### src/rtl/seg_scan_decoder.sv
// Decodes a multiplexed, active-low 4-digit 7-segment scan back into hex nibbles.
// Each anode dwell is debounced, captured once, and complete frames are published as a snapshot.
module seg_scan_decoder #(
    parameter int SETTLE = 16
) (
    input  logic        clk,
    input  logic        rst_n,
    input  logic [3:0]  an,
    input  logic [6:0]  seg,
    output logic [15:0] digits,
    output logic [3:0]  digit_valid,
    output logic [15:0] frame_digits,
    output logic        frame_valid,
    output logic        err
);

    localparam logic [15:0] SETTLE_C = SETTLE[15:0];

    typedef enum logic [1:0] {
        S_IDLE   = 2'd0,
        S_SETTLE = 2'd1,
        S_HELD   = 2'd2
    } state_t;

    // Returns {hit, nibble} for an active-low segment pattern.
    function automatic logic [4:0] seg_decode(input logic [6:0] s);
        logic [4:0] r;
        case (s)
            7'h40:   r = 5'h10;
            7'h79:   r = 5'h11;
            7'h24:   r = 5'h12;
            7'h30:   r = 5'h13;
            7'h19:   r = 5'h14;
            7'h12:   r = 5'h15;
            7'h02:   r = 5'h16;
            7'h78:   r = 5'h17;
            7'h00:   r = 5'h18;
            7'h10:   r = 5'h19;
            7'h08:   r = 5'h1A;
            7'h03:   r = 5'h1B;
            7'h46:   r = 5'h1C;
            7'h21:   r = 5'h1D;
            7'h06:   r = 5'h1E;
            7'h0E:   r = 5'h1F;
            default: r = 5'h00;
        endcase
        return r;
    endfunction

    // True when exactly one anode strobe is low.
    function automatic logic one_low(input logic [3:0] a);
        logic r;
        case (a)
            4'b1110, 4'b1101, 4'b1011, 4'b0111: r = 1'b1;
            default:                            r = 1'b0;
        endcase
        return r;
    endfunction

    // Position of the single low anode (only meaningful when one_low holds).
    function automatic logic [1:0] low_pos(input logic [3:0] a);
        logic [1:0] r;
        case (a)
            4'b1110: r = 2'd0;
            4'b1101: r = 2'd1;
            4'b1011: r = 2'd2;
            4'b0111: r = 2'd3;
            default: r = 2'd0;
        endcase
        return r;
    endfunction

    logic [10:0] in_r;
    logic [10:0] prev_r;
    logic [15:0] cnt_r;
    logic [15:0] cnt_next_s;
    state_t      state_r;
    state_t      state_next_s;
    logic        changed_s;
    logic        idle_in_s;
    logic        attempt_s;
    logic [4:0]  dec_s;
    logic [1:0]  pos_s;
    logic        cap_ok_s;
    logic        cap_bad_s;
    logic [3:0]  sel_s;
    logic [3:0]  seen_r;
    logic [3:0]  seen_upd_s;
    logic        frame_set_s;
    logic        frame_pend_r;
    logic [15:0] digits_r;
    logic [15:0] digits_next_s;
    logic [3:0]  dv_r;
    logic [3:0]  dv_next_s;
    logic [15:0] frame_digits_r;
    logic        frame_valid_r;
    logic        err_r;

    // Input sample register and its one-cycle-delayed copy for change detection.
    always_ff @(posedge clk or negedge rst_n) begin
        if (!rst_n) begin
            in_r   <= 11'h7FF;
            prev_r <= 11'h7FF;
        end else begin
            in_r   <= {an, seg};
            prev_r <= in_r;
        end
    end

    // Stability counter next value and the single capture attempt per dwell.
    always_comb begin
        changed_s  = (in_r != prev_r);
        idle_in_s  = (in_r[10:7] == 4'hF);
        cnt_next_s = cnt_r;
        if (changed_s) begin
            cnt_next_s = 16'd1;
        end else if (cnt_r < SETTLE_C) begin
            cnt_next_s = cnt_r + 16'd1;
        end else begin
            cnt_next_s = cnt_r;
        end
        attempt_s = !idle_in_s && (cnt_next_s == SETTLE_C) &&
                    (changed_s || (state_r == S_SETTLE));
    end

    // Dwell FSM next state; a blank anode pattern always parks in IDLE.
    always_comb begin
        state_next_s = state_r;
        if (idle_in_s) begin
            state_next_s = S_IDLE;
        end else begin
            case (state_r)
                S_IDLE: begin
                    if (attempt_s)      state_next_s = S_HELD;
                    else if (changed_s) state_next_s = S_SETTLE;
                    else                state_next_s = S_IDLE;
                end
                S_SETTLE: begin
                    if (attempt_s) state_next_s = S_HELD;
                    else           state_next_s = S_SETTLE;
                end
                S_HELD: begin
                    if (attempt_s)      state_next_s = S_HELD;
                    else if (changed_s) state_next_s = S_SETTLE;
                    else                state_next_s = S_HELD;
                end
                default: state_next_s = S_IDLE;
            endcase
        end
    end

    // Counter and FSM state registers.
    always_ff @(posedge clk or negedge rst_n) begin
        if (!rst_n) begin
            cnt_r   <= 16'd0;
            state_r <= S_IDLE;
        end else begin
            cnt_r   <= cnt_next_s;
            state_r <= state_next_s;
        end
    end

    // Classify the capture attempt and compute the updated digit/valid/seen values.
    always_comb begin
        dec_s     = seg_decode(in_r[6:0]);
        pos_s     = low_pos(in_r[10:7]);
        cap_ok_s  = attempt_s && one_low(in_r[10:7]) && dec_s[4];
        cap_bad_s = attempt_s && !(one_low(in_r[10:7]) && dec_s[4]);
        sel_s         = 4'b0000;
        digits_next_s = digits_r;
        dv_next_s     = dv_r;
        if (cap_ok_s) begin
            sel_s = 4'b0001 << pos_s;
            digits_next_s[{pos_s, 2'b00} +: 4] = dec_s[3:0];
            dv_next_s = dv_r | sel_s;
        end else if (cap_bad_s) begin
            dv_next_s = dv_r & in_r[10:7];
        end else begin
            dv_next_s = dv_r;
        end
        // A pending frame means seen is being cleared on this edge.
        seen_upd_s  = (frame_pend_r ? 4'b0000 : seen_r) | sel_s;
        frame_set_s = cap_ok_s && (seen_upd_s == 4'hF);
    end

    // Capture results, frame publication and error pulse registers.
    always_ff @(posedge clk or negedge rst_n) begin
        if (!rst_n) begin
            digits_r       <= 16'h0000;
            dv_r           <= 4'h0;
            seen_r         <= 4'h0;
            frame_pend_r   <= 1'b0;
            frame_valid_r  <= 1'b0;
            frame_digits_r <= 16'h0000;
            err_r          <= 1'b0;
        end else begin
            digits_r      <= digits_next_s;
            dv_r          <= dv_next_s;
            seen_r        <= seen_upd_s;
            frame_pend_r  <= frame_set_s;
            frame_valid_r <= frame_pend_r;
            err_r         <= cap_bad_s;
            if (frame_pend_r) begin
                frame_digits_r <= digits_r;
            end else begin
                frame_digits_r <= frame_digits_r;
            end
        end
    end

    assign digits       = digits_r;
    assign digit_valid  = dv_r;
    assign frame_digits = frame_digits_r;
    assign frame_valid  = frame_valid_r;
    assign err          = err_r;

endmodule

### config.mk
export PLATFORM = sky130hd
export DESIGN_NAME = seg_scan_decoder
export DESIGN_NICKNAME = d
export VERILOG_FILES = /design/src/rtl/seg_scan_decoder.sv
export SDC_FILE = /design/constraint.sdc
export NUM_CORES = 1
export LEC_CHECK = 0
export ABC_CLOCK_PERIOD_IN_PS = 2500
export BUFFER_PORTS_ARGS = -buffer_cell sky130_fd_sc_hd__buf_2
export CAP_MARGIN = 10
export CELL_PAD_IN_SITES_DETAIL_PLACEMENT = 0
export CELL_PAD_IN_SITES_GLOBAL_PLACEMENT = 2
export CORE_MARGIN = 2
export CORE_UTILIZATION = 35
export DETAILED_ROUTE_END_ITERATION = 12
export MAX_ROUTING_LAYER = met4
export PLACE_DENSITY_LB_ADDON = 0.25
export SKIP_LAST_GASP = 1
export SYNTH_ARGS = -nofsm -noshare
export SYNTH_HDL_FRONTEND = slang
export SYNTH_SLANG_ARGS = --single-unit
### constraint.sdc
create_clock -name clk -period 2.5 [get_ports clk]
set_clock_uncertainty 0.1 [all_clocks]
set_input_delay 0.375 -clock clk [delete_from_list [all_inputs] [get_ports clk]]
set_output_delay 0.375 -clock clk [all_outputs]
set_load 0.05 [all_outputs]
**Word-level counts from Yosys, hierarchy flattened**

Cells that the tools add are included.

- Bits in registers: 83
- Input port bits: 13
- Output and inout port bits: 38
- Logic and storage cells: 76

- Add/sub/neg operators: 2
- Magnitude comparators: 1
- Equal/unequal tests: 25
- Shift-type cells: 3
- Multiplexer cells: 17
- Bitwise gates (word level): 3
- Reduce and logical (&&, ||, !) cells: 14

Operators by type and width:

| operator | number |
|---|---|
| one-hot mux 5 bit (16 select lines) | 1 |
| 2-to-1 mux 16 bit | 2 |
| == test 7 bit (second input constant) | 4 |
| == test 7 x 5 -> 1 bit (second input constant) | 3 |
| == test 7 x 6 -> 1 bit (second input constant) | 3 |
| == test 4 bit (second input constant) | 5 |
| adder 16 x 1 -> 16 bit (second input constant) | 1 |
| bitwise mux 16 bit | 1 |
| == test 16 x 5 -> 1 bit (second input constant) | 1 |
| less-than comparator 16 x 5 -> 1 bit (second input constant) | 1 |
| 2-to-1 mux 4 bit | 4 |
| variable shift 4 x 6 -> 16 bit (first input constant) | 1 |
| indexed part select 4 x 6 -> 16 bit | 1 |
| == test 7 x 2 -> 1 bit (second input constant) | 2 |
| == test 7 x 4 -> 1 bit (second input constant) | 2 |
| one-hot mux 2 bit (3 select lines) | 2 |
| inequality test 11 bit | 1 |
| 2-to-1 mux 2 bit | 5 |
| OR 4 bit | 2 |
| == test 7 x 3 -> 1 bit (second input constant) | 1 |
| logical AND 1 bit | 7 |
| logical NOT 7 bit | 1 |
| negator 4 -> 6 bit | 1 |
| AND 4 bit | 1 |
| 10 further kinds | 12 |

**Depth between registers and ports, before layout**

Gate-level depths: netlist of the first run.

- Word-level depth: 12
- Mapped depth: 8
- Gate-level depth less buffers: 7

**Worst setup path after synthesis of the first run**

OpenSTA, ideal clock, no wires.

- Path kind: flip-flop to flip-flop
- From: register in_r[10]
- To: register dv_r[1] (netlist: digit_valid[1])
- Setup time: 0.130 ns
- Data arrival time: 2.104 ns
- Slack: 0.166 ns
- Cell stages (with the launch flop): 9
- Buffers on the path: 1
- Period minus slack after synthesis: 2.334 ns
- Cells stage by stage: dfstp_2 buf_4 xor2_1 nand3_1 inv_1 nor2_1 o31ai_1 nor4_1 a21oi_1

- Longest elaborated chain between the ends: 8

RTL lines:

| item | line | text |
|---|---|---|
| start, declared | 73 | `logic [10:0] in_r;` |
| start signal, assigned | 105 | `in_r <= {an, seg};` |
| inequality test 11 bit | 112 | `changed_s = (in_r != prev_r);` |
| 2-to-1 mux 16 bit | 115 | `if (changed_s) begin` |
| == test 16 x 5 -> 1 bit | 122 | `attempt_s = !idle_in_s && (cnt_next_s == SETTLE_C) &&` |
| logical AND 1 bit (2 in series) | 122 |  |
| logical AND 1 bit (2 in series) | 167 | `cap_ok_s = attempt_s && one_low(in_r[10:7]) && dec_s[4];` |
| 2-to-1 mux 4 bit / nonzero test 2 bit (equally long branches) | - |  |
| end signal, assigned | 198 | `dv_r <= dv_next_s;` |
| end, declared | 93 | `logic [3:0] dv_r;` |

Several ways; a longest one is shown, not always the timed one.
A chain may end at the register's enable or synchronous reset.

**Worst setup path after layout of the first run**

- From: register in_r[6]
- To: register digits_r[5] (netlist: digits[5])

- Longest elaborated chain between the ends: 7

RTL lines:

| item | line | text |
|---|---|---|
| branches (longest 7 deep; another with one-hot mux 5 bit (16 select lines)) | - |  |
| end signal, assigned | 197 | `digits_r <= digits_next_s;` |
| end, declared | 91 | `logic [15:0] digits_r;` |

Parallel ways; which one is timed is not known.

==> out/metrics.csv, run 1 <==
stage,metric,value,unit
clock_network,cts_tree,yes,
route,drt-initial-drc-count,110,
flow_run,drv_cap,0,
hold_path,hp-start,an[2],
logic_synthesis,synth_area,4000,um^2
logic_synthesis,synth_warnings,0,
timing,fmax,413.4,MHz
timing,setup_ws,0.08099,ns
floorplan,rows,39,
setup_path,cp.arrival,2.59,ns
timing,finalCritPeriodShare,96.76,%
placed_design,io_buffers,50,
logic_synthesis,avgSynthCellArea,11.46,um^2
setup_path,rr_endpoint,digits[5]$_DFFE_PN0P_,
timing,setup_viol_count_final,0,
global_routing,overflow,0,
setup_path,cp_max_fo,11,
power,ir_drop,0.3916,mV
timing,fin_crit,2.419,ns
route,drt-total-wl,8.402,mm
logic_synthesis,synth_top_area_share,38.16,%
hold_path,holdPathStages,1,
setup_path,regToRegSetupSlack,0.08,ns
cells_and_area,syn_to_final_growth,23.21,%
floorplan,initial_utilization,35.49,%
logic_synthesis,async_flop_share,100.0,%
cells_and_area,multiInputGateArea,1747,um^2
setup_path,critPathKind,reg -> reg,
cells_and_area,fin_nets,448,
timing,worst_pin_slew,0.9280,ns
placed_design,place.gp.congestion,0.7832,
logic_synthesis,ys_types,55,
route,vias,2783,
power,power_density,596.4,nW/um^2
setup_path,worstRegToRegCells,7,
placed_design,place_ws,-0.008645,ns
setup_path,cp-start-kind,flip-flop,
setup_path,cpMaxStageDelayCell,dfstp_2,
logic_synthesis,synthTopCellsByCount,"dfrtp_1 (61), inv_1 (26), nand2_1 (23), dfstp_2 (22), nor2_1 (19)",
clock_network,clk_pin_slew,0.06,ns
setup_path,r2r-start,in_r[6]$_DFF_PN1_,
logic_synthesis,ys_seq_elements,83,
logic_synthesis,ys.flop_type,dfrtp_1,
setup_path,crit_path_max_incr_delay,0.66,ns
logic_synthesis,synthTopCellsByArea,"dfrtp_1 (38%), dfstp_2 (14%), mux2_2 (4.5%)",
global_routing,grt_max_degree,45,
floorplan,core-area,11270,um^2
timing,hold_viol,0,
run_status,status,"finished, final reports clean",
global_routing,grt_pass1_vias,2697,
clock_network,htreeDepth,3,
setup_path,end_kind,flip-flop,
timing,rsz0062_at_grt,true,
route,dr.pass1.iters,4,
setup_path,crit_path_cell_trace,"nand2_1, nor4_1, nor3_2, and3_4, a2111oi_4, buf_4, mux2i_1",
logic_synthesis,synth_edf_count,0,
cells_and_area,fill_cells,1064,
clock_network,cts_inserted_buffers,9,
placed_design,hpwl,5.844,mm
power,power.leakage,0.002216,uW
route,via_per_inst,4.840,
timing,max_slew_margin,38.13,%
route,ant_nets,0,
floorplan,die-area,12300,um^2
clock_network,insertion_delay,0.35,ns
timing,drv_slew,0,
logic_synthesis,ys_seq_area_share,52.61,%
route,routedWlPerCell,14.61,um
hold_path,hold_path.class,in -> reg,
clock_network,cts-root-buf,clkbuf_16,
floorplan,die_h,110.9,um
cells_and_area,antenna_cells,0,
setup_path,cp.required,2.67,ns
floorplan,num_io_pins,51,
global_routing,grt_pass1_wl,14.08,mm
global_routing,grt_use_total,15.21,%
floorplan,die_w,110.9,um
logic_synthesis,synth_most_common_cell,dfrtp_1,
hold_path,worstHoldEndpoint,in_r[9]$_DFF_PN1_,
cells_and_area,seq_area,2108,um^2
logic_synthesis,syn_nets,370,
clock_network,ctsLongestPathBuffers,2,
logic_synthesis,synthCells,349,
route,drc,0,
global_routing,antenna_found_initial,0,
logic_synthesis,synth_top_cell_by_area,dfrtp_1,
timing,fin_tns_setup,0,ns
cells_and_area,drive_gt1_share,36.34,%
clock_network,clkSinkCount,83,
-- state kept, by name, summed over array words and instances (netlist names) --
name	count
frame_valid	1
state_r	2
frame_digits	16
digits	16
frame_pend_r	1
err	1
cnt_r	16
prev_r	11
seen_r	4
in_r	11
digit_valid	4
-- layer usage --
metal  track usage (%)  share of wire (%)  vias to the layer above
met2             22.13                 46                       44
met4             7.500                2.9                        0
met5                 -                  0                        -
met1             19.63                 47                     1347
li1                  -                  -                     1376
met3             4.155                3.7                       16
-- final cells by class --
| class | instances | share of cell area, % |
|---|---|---|
| inverter | 26 | 1.980 |
| clock inverter | 4 | 1.015 |
| clock buffer | 12 | 5.001 |
| multi-input combinational | 226 | 35.44 |
| tap | 143 | 3.630 |
| sequential | 83 | 42.78 |
| timing repair buffer | 81 | 10.15 |
-- metrics by stage --
stage               hold WS [ns]  instances  total power [uW]  utilization [%]  area [um^2]
finish                   0.02151        575              2940            43.72         4928
global route            0.003597        575              3077            43.72         4928
CTS                     0.004148        568              2987            42.78         4822
detailed placement        0.2967        550              1641            39.99         4508
global placement          0.2869        550              1641            39.99         4508
floorplan               -0.02059        349              1552                -         4000
-- worst max-delay path: cells and delay by family, from the launching register on --
family | cells | cell delay (ns)
compound gates | 1 | 0.33
buf+inv | 1 | 0.19
flops | 1 | 0.66
mux | 1 | 0.18
simple gates | 4 | 0.88
-- placed cells by master, fill, tap and decap left out, drive strengths merged, types with 6 or more instances in the layout --
master	instances
mux2i	16
nor2b	6
mux2	16
buf	80
nand2b	10
nor3	11
inv	26
nand3	8
and3	6
xnor2	14
nor2	19
o21ai	7
ha	8
dfstp	22
nand2	23
clkbuf	12
dfrtp	61
nand4	9
nor4	6
a21oi	9
and2	12
-- kinds of logic after synthesis --
logic type,synth area share [%]
AOI/OAI and AO/OA,9.979
xor gates and xnor gates,3.722
adders and majority gates,2.502
buffers and inverters,4.973
DFF,52.61
muxes,8.508
and+or+nand+nor,17.70
-- how the worst max path moves through the flow --
| stage | from | end | slack [ns] | cells after the start |
|---|---|---|---|---|
| floorplan | in_r[10]$_DFF_PN1_ | digit_valid[1]$_DFFE_PN0P_ | 0.17 | 8 |
| global placement | cnt_r[0]$_DFF_PN0_ | digits[13]$_DFFE_PN0P_ | 0.09 | 6 |
| detailed placement | cnt_r[0]$_DFF_PN0_ | digits[15]$_DFFE_PN0P_ | -0.009 | 6 |
| CTS | cnt_r[0]$_DFF_PN0_ | digits[15]$_DFFE_PN0P_ | 0.003 | 7 |
| global route | in_r[6]$_DFF_PN1_ | digits[5]$_DFFE_PN0P_ | -0.08 | 7 |
| finish | in_r[6]$_DFF_PN1_ | digits[5]$_DFFE_PN0P_ | 0.08 | 7 |
-- report_power, final --
part,internal [uW],switching (uW)
registers,1380,33.8
clock network,799,517
logic,86.8,120
-- repair_timing --
action                                  CTS  global route
endpoints found under the setup margin    3            19
setup buffers                             1             7
hold buffers                              1             0
pin swaps                                 1            10
endpoints found under the hold margin    17             0
gates resized for setup                   0            13
Power figures use the tool's default switching activity.
==> inputs of run 2 (changes only) <==
REMOVE_ABC_BUFFERS = 1   (was default)
==> out/metrics.csv, run 2 (synthesis gave the netlist of run 1 again) <==
stage,metric,value,unit
timing,max_slew_margin,37.25,%
timing,rsz0062_at_grt,true,
power,combPwrFrac,8.0,%
global_routing,antenna_found_initial,0,
global_routing,overflow,0,
setup_path,cp.arrival,2.51,ns
floorplan,die_w,110.9,um
cells_and_area,fin_nets,469,
power,clockPowerShare,46.3,%
setup_path,regToRegSetupSlack,0.14,ns
route,drt-total-wl,8.870,mm
power,p_sw_share,21.51,%
timing,fmax,424.0,MHz
clock_network,cts_inserted_buffers,9,
cells_and_area,drive_gt1_share,40.40,%
power,internal_power,2420,uW
cells_and_area,final_common_cell,dfrtp_1,
placed_design,io_buffers,50,
placed_design,place_area,4596,um^2
global_routing,grt_max_degree,40,
power,seqPwrFrac,45.8,%
floorplan,num_io_pins,51,
timing,drv_slew,0,
global_routing,grt_pass1_vias,2865,
power,finalPower,3083,uW
timing,whs,0.03501,ns
run_status,status,"finished, final reports clean",
flow_run,drv_cap,0,
setup_path,rr_endpoint,digits[13]$_DFFE_PN0P_,
clock_network,clkSinkCount,83,
floorplan,core-area,11270,um^2
cells_and_area,seq_area,2106,um^2
setup_path,cp_max_fo,4,
setup_path,critPathCapture,digits[13]$_DFFE_PN0P_,
power,ir_drop,0.4279,mV
timing,setup_ws,0.1414,ns
clock_network,htreeDepth,3,
timing,fin_crit,2.359,ns
setup_path,startpoint,cnt_r[1]$_DFF_PN0_,
placed_design,place.gp.congestion,0.7887,
floorplan,die_h,110.9,um
timing,hold_viol,0,
global_routing,grt_pass1_wl,14.75,mm
timing,setup_viol_count_final,0,
route,dr.pass1.iters,5,
route,drt-initial-drc-count,166,
setup_path,r2r-start,cnt_r[1]$_DFF_PN0_,
clock_network,cts-root-buf,clkbuf_16,
cells_and_area,fill_cells,1065,
floorplan,initial_utilization,35.49,%
setup_path,end_kind,flip-flop,
clock_network,clk_pin_slew,0.06,ns
power,power.leakage,0.002350,uW
cells_and_area,antenna_cells,0,
route,drc,0,
floorplan,rows,39,
power,power_density,598.0,nW/um^2
cells_and_area,final_cell_mix,"dfrtp_1 (60), buf_2 (49), buf_4 (49)",
placed_design,hpwl,6.317,mm
route,ant_nets,0,
cells_and_area,syn_to_final_growth,28.90,%
timing,worst_pin_slew,0.9413,ns
setup_path,cp-start-kind,flip-flop,
clock_network,cts_tree,yes,
cells_and_area,multiInputGateArea,1762,um^2
setup_path,cp.required,2.66,ns
placed_design,place_ws,0.01490,ns
cells_and_area,postLayoutCellArea,5156,um^2
floorplan,die-area,12300,um^2
clock_network,insertion_delay,0.34,ns
clock_network,ctsLongestPathBuffers,2,
timing,finalCritPeriodShare,94.35,%
hold_path,hold_path.class,in -> reg,
setup_path,worstRegToRegCells,8,
route,via_per_inst,4.903,
setup_path,critPathKind,reg -> reg,
cells_and_area,fin_util,45.74,%
power,switchingPower,663.3,uW
route,routedWlPerCell,14.88,um
route,vias,2922,
global_routing,grt_use_total,15.64,%
run 2: final cells by class:
type	count	share of cell area [%]
clock buffer	12	4.975
clock inverter	4	1.407
inverter	26	1.893
multi-input combinational	226	34.17
sequential	83	40.84
tap	143	3.470
timing repair buffer	102	13.25
run 2: worst min path at each step:
stage	from	end	slack [ns]	cells after the start
3_3_place_gp	rst_n	frame_digits[15]$_DFFE_PN0P_	0.14	1
5_1_grt	an[2]	in_r[9]$_DFF_PN1_	0.01	1
2_1_floorplan	rst_n	cnt_r[0]$_DFF_PN0_	-0.02	0
4_1_cts	an[3]	in_r[10]$_DFF_PN1_	0.02	1
3_5_place_dp	rst_n	frame_digits[15]$_DFFE_PN0P_	0.14	1
6_report	an[3]	in_r[10]$_DFF_PN1_	0.04	1
run 2: power by group through the flow:
stage               sequential, uW  combinational [uW]  clock [uW]
floorplan                     1430                 102           0
global placement              1440                 219           0
detailed placement            1440                 219           0
CTS                           1420                 222        1470
global route                  1410                 271        1530
finish                        1410                 245        1430
run 2: repair_timing:
| item | CTS | global route |
|---|---|---|
| gates resized for setup | 0 | 17 |
| endpoints found under the hold margin | 12 | 0 |
| hold buffers | 1 | 0 |
| setup buffers | 0 | 19 |
| endpoints found under the setup margin | 0 | 18 |
run 2: through the flow:
step / TNS [ns] / cells
2_1_floorplan: 0 / 335
3_3_place_gp: 0 / 560
3_5_place_dp: 0 / 560
4_1_cts: 0 / 577
5_1_grt: -0.04823 / 596
6_report: 0 / 596
run 2: worst max-delay path: stages (launching register included):
cell and delay, ns:
dfrtp_1 0.38, ha_2 0.21, nand3_2 0.09, o32a_1 0.39, nor3_4 0.18, nand4_1 0.18
a2111oi_4 0.37, buf_4 0.21, mux2i_1 0.17
run 2: routing by layer:
layer	track usage (%)	vias to the layer above	wire length, um
met5	-	-	0
met4	5.917	0	109
met3	4.811	9	335
met2	23.76	47	4297
met1	19.75	1444	4128
li1	-	1422	-
==> inputs of run 3 (changes only) <==
ABC_CLOCK_PERIOD_IN_PS = 3000   (was 2500)
CORE_UTILIZATION = 41   (was 35)
clock period = 3 ns   (was 2.5 ns; I/O delays follow)
==> out/metrics.csv, run 3 (synthesis gave the netlist of run 1 again) <==
stage,metric,value,unit
power,power_density,452.8,nW/um^2
global_routing,antenna_found_initial,0,
setup_path,crit_path_cell_trace,"xor2_1, nand3_1, inv_1, nor2_1, o31ai_1, nor4_1, a21oi_1",
cells_and_area,final_cell_mix,"dfrtp_1 (61), buf_2 (49), inv_1 (26)",
route,drc,0,
flow_run,drv_cap,0,
placed_design,place_inst,523,
global_routing,grt_pass1_wl,13.03,mm
timing,max_slew_margin,38.73,%
placed_design,place.gp.congestion,0.7945,
setup_path,cp-start-kind,flip-flop,
route,vias,2664,
setup_path,rr_endpoint,digit_valid[1]$_DFFE_PN0P_,
cells_and_area,fin_nets,422,
setup_path,cp_max_fo,8,
run_status,violations,negative hold slack,
setup_path,cp.depth,7,
run_status,status,finished with violations,
setup_path,end_kind,flip-flop,
setup_path,cp.arrival,2.92,ns
setup_path,regToRegSetupSlack,0.21,ns
setup_path,r2r-start,in_r[9]$_DFF_PN1_,
clock_network,htreeDepth,3,
floorplan,die_h,102.8,um
global_routing,overflow,0,
timing,fin_crit,2.788,ns
clock_network,cts_tree,yes,
route,ant_nets,0,
clock_network,insertion_delay,0.36,ns
setup_path,path_delay_family,simple AND/OR/NAND/NOR gates,
timing,drv_slew,0,
global_routing,grt_pass1_vias,2568,
route,drt-initial-drc-count,107,
setup_path,worstRegToRegCells,7,
clock_network,cts_inserted_buffers,9,
route,via_per_inst,4.942,
timing,fin_tns_setup,0,ns
timing,rsz0062_at_grt,false,
clock_network,hold_buffers,0,
clock_network,clk_pin_slew,0.08,ns
placed_design,hpwl,5.590,mm
setup_path,cp.required,3.14,ns
timing,fmax,358.7,MHz
setup_path,cpMaxStageDelayCell,nor2_1,
route,routedWlPerCell,14.91,um
hold_path,hold_path.class,in -> async,
route,drt-total-wl,8.037,mm
timing,finalCritPeriodShare,92.92,%
setup_path,critPathKind,reg -> reg,
route,dr.pass1.iters,4,
placed_design,io_buffers,50,
timing,setup_ws,0.2123,ns
setup_path,startpoint,in_r[9]$_DFF_PN1_,
cells_and_area,postLayoutCellArea,4546,um^2
floorplan,die-area,10560,um^2
cells_and_area,antenna_cells,0,
global_routing,grt_max_degree,84,
floorplan,num_io_pins,51,
timing,hold_viol,8,
floorplan,rows,36,
clock_network,ctsLongestPathBuffers,2,
floorplan,initial_utilization,41.50,%
power,ir_drop,0.2818,mV
timing,whs,-0.02596,ns
timing,setup_viol_count_final,0,
setup_path,cp_num_buf_inv,1,
cells_and_area,drive_gt1_share,30.30,%
setup_path,critPathCapture,digit_valid[1]$_DFFE_PN0P_,
global_routing,grt_use_total,16.81,%
clock_network,cts_setup_buffers,0,
clock_network,clkSinkCount,83,
placed_design,place_ws,0.2218,ns
cells_and_area,final_common_cell,dfrtp_1,
placed_design,place_area,4368,um^2
clock_network,cts.repair.resized,0,
floorplan,die_w,102.8,um
clock_network,cts-root-buf,clkbuf_8,
floorplan,core-area,9639,um^2
cells_and_area,fin_util,47.16,%
power,power.leakage,0.002029,uW
cells_and_area,syn_to_final_growth,13.64,%
timing,worst_pin_slew,0.9156,ns
setup_path,crit_path_max_incr_delay,0.74,ns
cells_and_area,final_cells,539,
## run 3: through the flow
stage / total power [uW] / hold slack (ns)
4_1_cts: 2101 / 0.01344
2_1_floorplan: 1280 / 0.05441
6_report: 2058 / -0.02596
3_5_place_dp: 1352 / 0.3214
3_3_place_gp: 1351 / 0.3143
5_1_grt: 2158 / 0.01847
## run 3: how the worst min path moves through the flow
stage                            startpoint                            to  depth (start not counted)
final                                 rst_n  frame_digits[12]$_DFFE_PN0P_                          2
after global routing                  rst_n   frame_digits[5]$_DFFE_PN0P_                          2
after CTS                             rst_n   frame_digits[5]$_DFFE_PN0P_                          2
after detailed placement  in_r[9]$_DFF_PN1_           prev_r[9]$_DFF_PN1_                          0
after global placement    in_r[9]$_DFF_PN1_           prev_r[9]$_DFF_PN1_                          0
after floorplan                       rst_n            cnt_r[0]$_DFF_PN0_                          0
## run 3: power breakdown
group | internal (uW) | leakage [uW] | switching [uW] | total [uW]
clock network | 321 | 0.0000823 | 407 | 729
registers | 1150 | 0.00108 | 32.9 | 1180
logic | 57.1 | 0.000872 | 89.3 | 146
total | 1530 | 0.00203 | 530 | 2060
## run 3: worst reg2reg max path, delay by kind of cell (launching register included)
kind	cells	cell delay (ns)
flops	1	0.63
buf+inv	1	0.16
compound gates	2	0.39
xor+xnor	1	0.09
simple gates	3	1.30
## run 3: cell type report
type	instances	area, um^2
clock buffer	10	137.6
fill	948	5094
inverter	26	97.59
multi-input combinational	226	1697
tap	133	166.4
clock inverter	6	40.04
timing repair buffer	55	302.8
sequential	83	2105
## run 3: routing by layer
layer | vias to the layer above | routed length, um | track usage, %
met5 | - | 0 | -
met3 | 7 | 254 | 4.475
met2 | 44 | 3698 | 24.89
met1 | 1287 | 3990 | 22.60
li1 | 1326 | - | -
met4 | 0 | 94 | 5.466
